**config.mk**
```make
export PLATFORM = sky130hd
export DESIGN_NAME = updown_counter_param
export DESIGN_NICKNAME = d
export VERILOG_FILES = /design/src/rtl/counter_pkg.sv /design/src/rtl/step_sync_edge.sv /design/src/rtl/updown_counter_param.sv
export SDC_FILE = /design/constraint.sdc
export NUM_CORES = 1
export LEC_CHECK = 0
export ABC_AREA = 1
export CORE_MARGIN = 2
export CORE_UTILIZATION = 53
export DETAILED_ROUTE_END_ITERATION = 16
export PLACE_DENSITY = 0.95
export SLEW_MARGIN = 10
export SYNTH_ARGS = -nofsm -noshare
export SYNTH_HDL_FRONTEND = slang
export SYNTH_SLANG_ARGS = --single-unit
```
**constraint.sdc**
```tcl
create_clock -name clk -period 2.2 [get_ports clk]
set_input_delay 0.44 -clock clk [delete_from_list [all_inputs] [get_ports clk]]
set_output_delay 0.44 -clock clk [all_outputs]
set_load 0.005 [all_outputs]
```
**src/rtl/counter_pkg.sv**
```systemverilog
// Shared constants for the lab counter family: counting modes and the
// decimal display ranges the binary-to-BCD path is sized for.
package counter_pkg;

    localparam int MODE_SATURATE = 0;
    localparam int MODE_WRAP     = 1;

    localparam int DEC2_MAX = 99;
    localparam int DEC4_MAX = 9999;

endpackage : counter_pkg

```
**src/rtl/step_sync_edge.sv**
```systemverilog
// Brings an asynchronous, debounced button level into clk and emits one
// single-cycle pulse per rising edge. Shared by the button-driven lab blocks.
module step_sync_edge #(
    parameter int SYNC_STAGES = 2
) (
    input  logic clk,
    input  logic reset,
    input  logic async_in,
    output logic pulse_out
);

    if (SYNC_STAGES < 2) begin : g_chk_stages
        $fatal(1, "step_sync_edge: SYNC_STAGES must be at least 2");
    end

    logic [SYNC_STAGES-1:0] sync_q;
    logic                   last_q;

    always_ff @(posedge clk or negedge reset) begin
        if (!reset) begin
            sync_q <= '0;
            last_q <= 1'b0;
        end else begin
            sync_q <= {sync_q[SYNC_STAGES-2:0], async_in};
            last_q <= sync_q[SYNC_STAGES-1];
        end
    end

    assign pulse_out = sync_q[SYNC_STAGES-1] & ~last_q;

endmodule : step_sync_edge

```
**src/rtl/updown_counter_param.sv**
```systemverilog
// Range-limited up/down counter stepped by a synchronised button, with
// wrap or saturate at the range ends, load, enable and boundary status.
module updown_counter_param
    import counter_pkg::*;
#(
    parameter int WIDTH       = 8,
    parameter int MIN_VAL     = 0,
    parameter int MAX_VAL     = DEC2_MAX,
    parameter int RESET_VAL   = 0,
    parameter int WRAP        = MODE_WRAP,
    parameter int SYNC_STAGES = 2
) (
    input  logic             clk,
    input  logic             reset,
    input  logic             step_in,
    input  logic             up,
    input  logic             enable,
    input  logic             load,
    input  logic [WIDTH-1:0] load_val,
    output logic [WIDTH-1:0] count,
    output logic             at_max,
    output logic             at_min,
    output logic             wrap_pulse
);

    if (MIN_VAL > RESET_VAL || RESET_VAL > MAX_VAL) begin : g_chk_reset
        $fatal(1, "updown_counter_param: RESET_VAL outside [MIN_VAL, MAX_VAL]");
    end
    if (WIDTH < 63 && longint'(MAX_VAL) > ((64'sd1 <<< WIDTH) - 64'sd1)) begin : g_chk_width
        $fatal(1, "updown_counter_param: MAX_VAL does not fit in WIDTH bits");
    end

    localparam logic [WIDTH-1:0] MIN_W   = WIDTH'(MIN_VAL);
    localparam logic [WIDTH-1:0] MAX_W   = WIDTH'(MAX_VAL);
    localparam logic [WIDTH-1:0] RESET_W = WIDTH'(RESET_VAL);

    logic             step;
    logic [WIDTH-1:0] count_q, count_d;
    logic             wrap_q, wrap_d;

    step_sync_edge #(
        .SYNC_STAGES (SYNC_STAGES)
    ) u_step_sync (
        .clk       (clk),
        .reset     (reset),
        .async_in  (step_in),
        .pulse_out (step)
    );

    // Steps only move the count strictly inside the range, so +/-1 never overflows.
    always_comb begin
        count_d = count_q;
        wrap_d  = 1'b0;
        if (load) begin
            if (load_val <= MIN_W) begin
                count_d = MIN_W;
            end else if (load_val >= MAX_W) begin
                count_d = MAX_W;
            end else begin
                count_d = load_val;
            end
        end else if (step && enable) begin
            if (up) begin
                if (count_q < MAX_W) begin
                    count_d = count_q + 1'b1;
                end else if (WRAP == MODE_WRAP) begin
                    count_d = MIN_W;
                    wrap_d  = 1'b1;
                end
            end else begin
                if (count_q > MIN_W) begin
                    count_d = count_q - 1'b1;
                end else if (WRAP == MODE_WRAP) begin
                    count_d = MAX_W;
                    wrap_d  = 1'b1;
                end
            end
        end
    end

    always_ff @(posedge clk or negedge reset) begin
        if (!reset) begin
            count_q <= RESET_W;
            wrap_q  <= 1'b0;
        end else begin
            count_q <= count_d;
            wrap_q  <= wrap_d;
        end
    end

    assign count      = count_q;
    assign wrap_pulse = wrap_q;
    assign at_max     = (count_q == MAX_W);
    assign at_min     = (count_q == MIN_W);

endmodule : updown_counter_param

```
==> key figures, run 1 <==
Final layout
  • Most common cell after layout, fill and taps aside: nand2_1
  • Layout area overhead: 32.39%
  • Most frequent cells in the layout: 50 x nand2_1, 22 x clkdlybuf4s50_1, 18 x nand3_1
  • Layout Nets: around 210
  • Diodes inserted: 0
  • Layout cell share with drive strength beyond 1: a little over a fifth

Placement
  • Final GP Congestion: 1.000
  • Port Buf Inserts: 24
  • DP Worst Slack: 0.1678 ns
  • Final HPWL DP: ~2.3 mm

Setup path
  • Crit path capture type: output port
  • R2R setup slack: just under 0.6 ns
  • Critical Path Start: count[0]
  • Worst setup SP type: register
  • Reg2reg path depth: 12
  • CP Max Fanout: 6
  • Setup crit end: at_max
  • Setup CP Type: register to output port
  • FF-to-FF Start: count[0]
  • FF-to-FF End: count[4]
  • Worst EP arrival: roughly 1.7 ns
  • Worst EP required: roughly 1.8 ns

CTS
  • Clock tree buffer depth: 2
  • Clock root buffer: clkbuf_4
  • Sink Count: 12
  • CTS H-Tree Depth: 1
  • TritonCTS clock tree: done
  • Worst-path clk slew: roughly 0.090 ns
  • Clk Latency, worst-skew pair: approximately 0.28 ns
  • CTS Buf Count: 3

Die
  • DIE WIDTH: around 50 um
  • Ports: 25
  • Die area: between 2000 and 2500 um2
  • Die Height: about 50 um
  • FP Rows: 16
  • Core Footprint: 1962 um2
  • Initial Utilization: 56.12%

STA
  • RSZ-0062 raised after global routing: no
  • Peak Freq: roughly 470 MHz
  • Count of pins over their slew limit: 0
  • Minimum clock period after layout: roughly 2.1 ns
  • # setup viols final: 0
  • Hold Fails Final Rpt: 0
  • Worst-margin pin slew: just under 0.6 ns
  • Final Cycle Share: 96.73%
  • Slew headroom: around three fifths
  • Setup TNS: 0 ns
  • Worst Skew: 0.007127 ns
  • Worst Slack Setup Final: slightly above 0.07 ns

Synth
  • Cells after synthesis: between 150 and 200
  • Post-synth top area cell: dfrtp_1
  • Yosys warnings: 0
  • Register area share after synthesis: 27.27%
  • Synth top area share: ~27%
  • Average size of a mapped cell: 6.882 um2
  • Yosys reg bits: 12
  • Syn_nets: 177
  • Post-synth cell types: 32
  • Ranking of synthesized cells by area: dfrtp_1 27%, nand2_1 17%, nand3_1 8.2%
  • Netlist Area Pre-Place: 1101 um2

Status
  • Outcome: finished, final reports clean

Global route
  • GRT Total Usage: between 20 and 30%
  • First-pass GRT wire length: between 5 and 6 mm
  • Grt total ovfl: 0
  • Largest net degree at the start of global routing: 13
  • Antenna violations before repair: 0
  • Number of global-route vias before repair: 1206

Min path
  • Hold Crit Class: register to register

Power
  • Pwr/cell area: between 500 and 600 nW/um2
  • P_leak: about 0.00076 uW
  • Worst vdd ir: approximately 0.00042 V
  • Power Total: 867.4 uW

Drt
  • Final ANT Viol Nets: 0
  • DR iter-0 viols: 97
  • Via-to-Cell Ratio: 5.491
  • DRT Pass-1 Iters: 5
  • DRC: 0
  • Final WL: 3.135 mm
  • Drt wl/cell: ~14 um
  • Total number of vias: 1219

Flow run
  • Max cap viols: 0
state kept, by name, summed over array words and instances, names as in the netlist:
name,count
u_step_sync.sync_q,2
u_step_sync.last_q,1
count,8
wrap_pulse,1
worst min path at each step:
stage | slack (ns) | to | startpoint | cells after the start
global route | 0.36 | u_step_sync.sync_q[1] | u_step_sync.sync_q[0] | 0
floorplan | 0.14 | count[0] | reset | 0
finish | 0.35 | u_step_sync.sync_q[1] | u_step_sync.sync_q[0] | 0
detailed placement | 0.34 | u_step_sync.sync_q[1] | u_step_sync.sync_q[0] | 0
global placement | 0.33 | u_step_sync.sync_q[1] | u_step_sync.sync_q[0] | 0
CTS | 0.36 | u_step_sync.sync_q[1] | u_step_sync.sync_q[0] | 0
synthesized netlist by cell type:
cell and count:
nand2_4 5, inv_6 1, o211ai_2 1, nand2_1 50, nand3_2 1, a21boi_0 1
o21ai_0 5, buf_6 3, inv_4 1, clkinv_2 1, buf_4 1, nor2_4 3
nand2_2 2, nor3_2 1, nor4_1 1, and3_1 1, inv_2 3, nor2_1 16
o21ai_1 3, nor2_8 1, ha_1 3, dfrtp_1 12, xor2_1 1, nand4_1 4
a21oi_1 1, nand3_1 18, o221ai_1 1, nor2_2 2, inv_1 14, a21oi_2 1
xnor2_1 1, o31ai_1 1
per-stage QoR:
step | instance area (um2) | hold WS [ns] | utilization (%) | instances
2_1_floorplan | 1101 | 0.1444 | - | 160
3_3_place_gp | 1386 | 0.3324 | 70.66 | 214
3_5_place_dp | 1386 | 0.3355 | 70.66 | 214
4_1_cts | 1448 | 0.3551 | 73.79 | 221
5_1_grt | 1458 | 0.3562 | 74.30 | 222
6_report | 1458 | 0.3544 | 74.30 | 222
logic make-up (layout without fill, tap and decap cells):
family | after synthesis | count (layout) | synth area share, %
buffers and inverters | 24 | 59 | 11.36
XOR/XNOR | 2 | 2 | 1.591
flip-flops | 12 | 12 | 27.27
AO/OA/AOI/OAI | 14 | 14 | 8.181
adder cells (fa/ha/maj) | 3 | 3 | 3.409
AND/OR/NAND/NOR | 105 | 105 | 48.18
cell type report:
| cell class | count | area (um2) |
|---|---|---|
| fillers | 150 | 504.2 |
| flip-flops and latches | 12 | 301.5 |
| inverters | 20 | 83.83 |
| repair buffers | 35 | 324.1 |
| clock buffers | 4 | 36.28 |
| multi-input cells | 124 | 678.2 |
| well taps | 27 | 33.78 |
per-layer routing:
layer	vias to the layer above	part of all wire, %	track usage, %
met4	0	3.0	12.50
met5	-	0	0
li1	582	-	-
met3	16	10	4.545
met2	85	50	50.00
met1	536	37	32.89
critical path, cell delays in order, from the launching register on:
cell,delay (ns)
dfrtp_2,0.39
buf_4,0.14
ha_1,0.17
inv_1,0.07
nor4_1,0.32
dlygate4sd2_1,0.31
power by group:
group | internal, uW | total (uW) | switching, uW
registers | 242 | 271 | 29.0
logic | 175 | 410 | 235
clock network | 101 | 186 | 85.6
repair_timing:
action / CTS / global route
endpoints found under the setup margin: 2 / 1
resized for setup: 3 / 3
pin swaps: 0 / 2
hold buffers: 0 / 0
setup buffers: 3 / 1
(Power assumes the default switching activity.)
==> run 2, diff against run 1 <==
--- a/config.mk
+++ b/config.mk
@@ -9,6 +9,7 @@
 export CORE_MARGIN = 2
 export CORE_UTILIZATION = 53
 export DETAILED_ROUTE_END_ITERATION = 16
+export GPL_TIMING_DRIVEN = 0
 export PLACE_DENSITY = 0.95
 export SLEW_MARGIN = 10
 export SYNTH_ARGS = -nofsm -noshare
==> key figures, run 2 (same netlist as run 1, synthesis figures left out) <==
Die
  • Core Footprint: 1962 um2 (unchanged)
  • Die Height: 49.58 um (unchanged)
  • Initial Utilization: 56.12% (unchanged)
  • DIE WIDTH: 49.58 um (unchanged)
  • FP Rows: 16 (unchanged)
  • Die area: 2458 um2 (unchanged)
  • Ports: 25 (unchanged)

Placement
  • Final GP Congestion: 0.8617 (was 1.000)
  • Port Buf Inserts: 23 (was 24)
  • Placement-stage cell area: 1365 um2 (was 1386 um2)
  • Final HPWL DP: 2.182 mm (was 2.279 mm)

STA
  • RSZ-0062 raised after global routing: no (unchanged)
  • Peak Freq: 484.0 MHz (was 469.9 MHz)
  • Hold Fails Final Rpt: 0 (unchanged)
  • # setup viols final: 0 (unchanged)
  • Minimum clock period after layout: 2.066 ns (was 2.128 ns)
  • Slew headroom: 62.28% (was 61.01%)
  • Worst-margin pin slew: 0.5640 ns (was 0.5830 ns)
  • Count of pins over their slew limit: 0 (unchanged)
  • Worst Skew: 0.004107 ns (was 0.007127 ns)
  • Final Cycle Share: 93.92% (was 96.73%)
  • Setup TNS: 0 ns (unchanged)
  • Hold_ws: 0.3666 ns (was 0.3544 ns)

Setup path
  • Setup CP Type: register to output port (unchanged)
  • FF-to-FF End: count[7] (was count[4])
  • Worst EP required: 1.76 ns (about the same)
  • Worst setup SP type: register (unchanged)
  • Critical Path Start: count[0] (unchanged)
  • CP Max Fanout: 4 (was 6)
  • Reg2reg path depth: 7 (was 12)
  • Crit path capture type: output port (unchanged)
  • R2R setup slack: 0.68 ns (was 0.58 ns)
  • Worst EP arrival: 1.63 ns (was 1.69 ns)
  • FF-to-FF Start: count[0] (unchanged)
  • Setup crit end: at_max (unchanged)

Power
  • Pwr/cell area: 595.2 nW/um2 (was 595.1 nW/um2)
  • Worst vdd ir: 0.0004747 V (was 0.0004162 V)
  • Power Total: 859.4 uW (was 867.4 uW)
  • P_leak: 0.0007334 uW (was 0.0007608 uW)

CTS
  • Sink Count: 12 (unchanged)
  • Post-CTS Hold Buffers: 0 (unchanged)
  • Clock tree buffer depth: 2 (unchanged)
  • CTS Buf Count: 3 (unchanged)
  • Worst-path clk slew: 0.09 ns (about the same)
  • Clk Latency, worst-skew pair: 0.29 ns (was 0.28 ns)
  • CTS H-Tree Depth: 1 (unchanged)
  • Clock root buffer: clkbuf_4 (unchanged)
  • TritonCTS clock tree: done (unchanged)

Final layout
  • Diodes inserted: 0 (unchanged)
  • Layout cell share with drive strength beyond 1: 20.94% (was 21.54%)
  • Max reg flops: 8 (unchanged)
  • Most frequent cells in the layout: 50 x nand2_1, 21 x clkdlybuf4s50_1, 18 x nand3_1 (was 50 x nand2_1, 22 x clkdlybuf4s50_1, 18 x nand3_1)
  • Post-route cell area: 1444 um2 (was 1458 um2)
  • Layout area overhead: 31.14% (was 32.39%)
  • Layout Nets: 209 (was 213)
  • Most common cell after layout, fill and taps aside: nand2_1 (unchanged)

Global route
  • Grt total ovfl: 0 (unchanged)
  • Number of global-route vias before repair: 1172 (was 1206)
  • Antenna violations before repair: 0 (unchanged)
  • First-pass GRT wire length: 5.168 mm (was 5.375 mm)
  • GRT Total Usage: 27.14% (was 28.13%)
  • Largest net degree at the start of global routing: 13 (unchanged)

Drt
  • DRC: 0 (unchanged)
  • DR iter-0 viols: 64 (was 97)
  • Via-to-Cell Ratio: 5.372 (was 5.491)
  • Final ANT Viol Nets: 0 (unchanged)
  • Final WL: 2.962 mm (was 3.135 mm)
  • Drt wl/cell: 13.59 um (was 14.12 um)
  • DRT Pass-1 Iters: 4 (was 5)
  • Total number of vias: 1171 (was 1219)

Min path
  • HP Start: u_step_sync.sync_q[0] (unchanged)
  • Hold Crit Class: register to register (unchanged)

Status
  • Outcome: finished, final reports clean (unchanged)

Flow run
  • Max cap viols: 0 (unchanged)
[run 2: cell count changes in the layout (fill, tap and decap cells not counted)]
| cell | change |
|---|---|
| inv_1 | +1 |
| dlygate4sd2_1 | +1 |
| nor4_2 | +1 |
| buf_4 | -6 |
| buf_6 | +3 |
| clkdlybuf4s50_1 | -1 |
| dlymetal6s2s_1 | -1 |
| nor4_1 | -1 |
| inv_2 | -2 |
| ha_1 | -1 |
| inv_4 | +1 |
| ha_2 | +1 |
[run 2: how the worst min path moves through the flow]
stage | endpoint | cells after the start
finish | u_step_sync.sync_q[1] | 0
global route | u_step_sync.sync_q[1] | 0
CTS | u_step_sync.sync_q[1] | 0
detailed placement | u_step_sync.sync_q[1] | 0
global placement | u_step_sync.sync_q[1] | 0
floorplan | count[0] | 0
[run 2: per-stage QoR]
step	utilization (%)	setup slack, ns	std cells
after global placement	69.58	0.09349	210
after CTS	73.60	0.1408	218
after detailed placement	69.58	0.005826	210
after floorplan	-	0.6756	160
final	73.60	0.1338	218
after global routing	73.60	0.08214	218
[run 2: what timing repair did]
item / in CTS / in global routing
setup endpoints to repair: 2 / 0
buffers inserted: 4 / 0
gates resized for setup: 8 / 0
[run 2: final cells by class]
| cell class | instances | area (um2) |
|---|---|---|
| Fill cell | 162 | 518.0 |
| Sequential cell | 12 | 301.5 |
| Clock buffer | 4 | 36.28 |
| Timing Repair Buffer | 27 | 257.7 |
| Multi-Input combinational cell | 124 | 686.9 |
| Buffer | 4 | 41.29 |
| Inverter | 20 | 86.33 |
| Tap cell | 27 | 33.78 |
[run 2: routing by layer]
metal	up-vias	wire length (um)	global-route usage, %	part of all wire (%)
li1	579	-	-	-
met1	530	1167	32.63	39
met2	54	1543	45.33	52
met3	8	206	6.667	7.0
met4	0	45	12.50	1.5
met5	-	0	0	0
[run 2: critical path, stage by stage (launching register included)]
cell	delay [ns]
dfrtp_2	0.43
ha_2	0.23
inv_1	0.09
nor4_2	0.31
dlygate4sd2_1	0.29
[run 2: power breakdown]
group	internal, uW	total (uW)	switching [uW]
clock	101	187	86.2
combinational	176	403	227
sequential	242	269	26.8
total	519	859	340
==> run 3, diff against run 2 <==
--- a/config.mk
+++ b/config.mk
@@ -9,7 +9,6 @@
 export CORE_MARGIN = 2
 export CORE_UTILIZATION = 53
 export DETAILED_ROUTE_END_ITERATION = 16
-export GPL_TIMING_DRIVEN = 0
 export PLACE_DENSITY = 0.95
 export SLEW_MARGIN = 10
 export SYNTH_ARGS = -nofsm -noshare
==> results of run 3 <==
Final layout, timing and power as in run 1 (identical DEF).
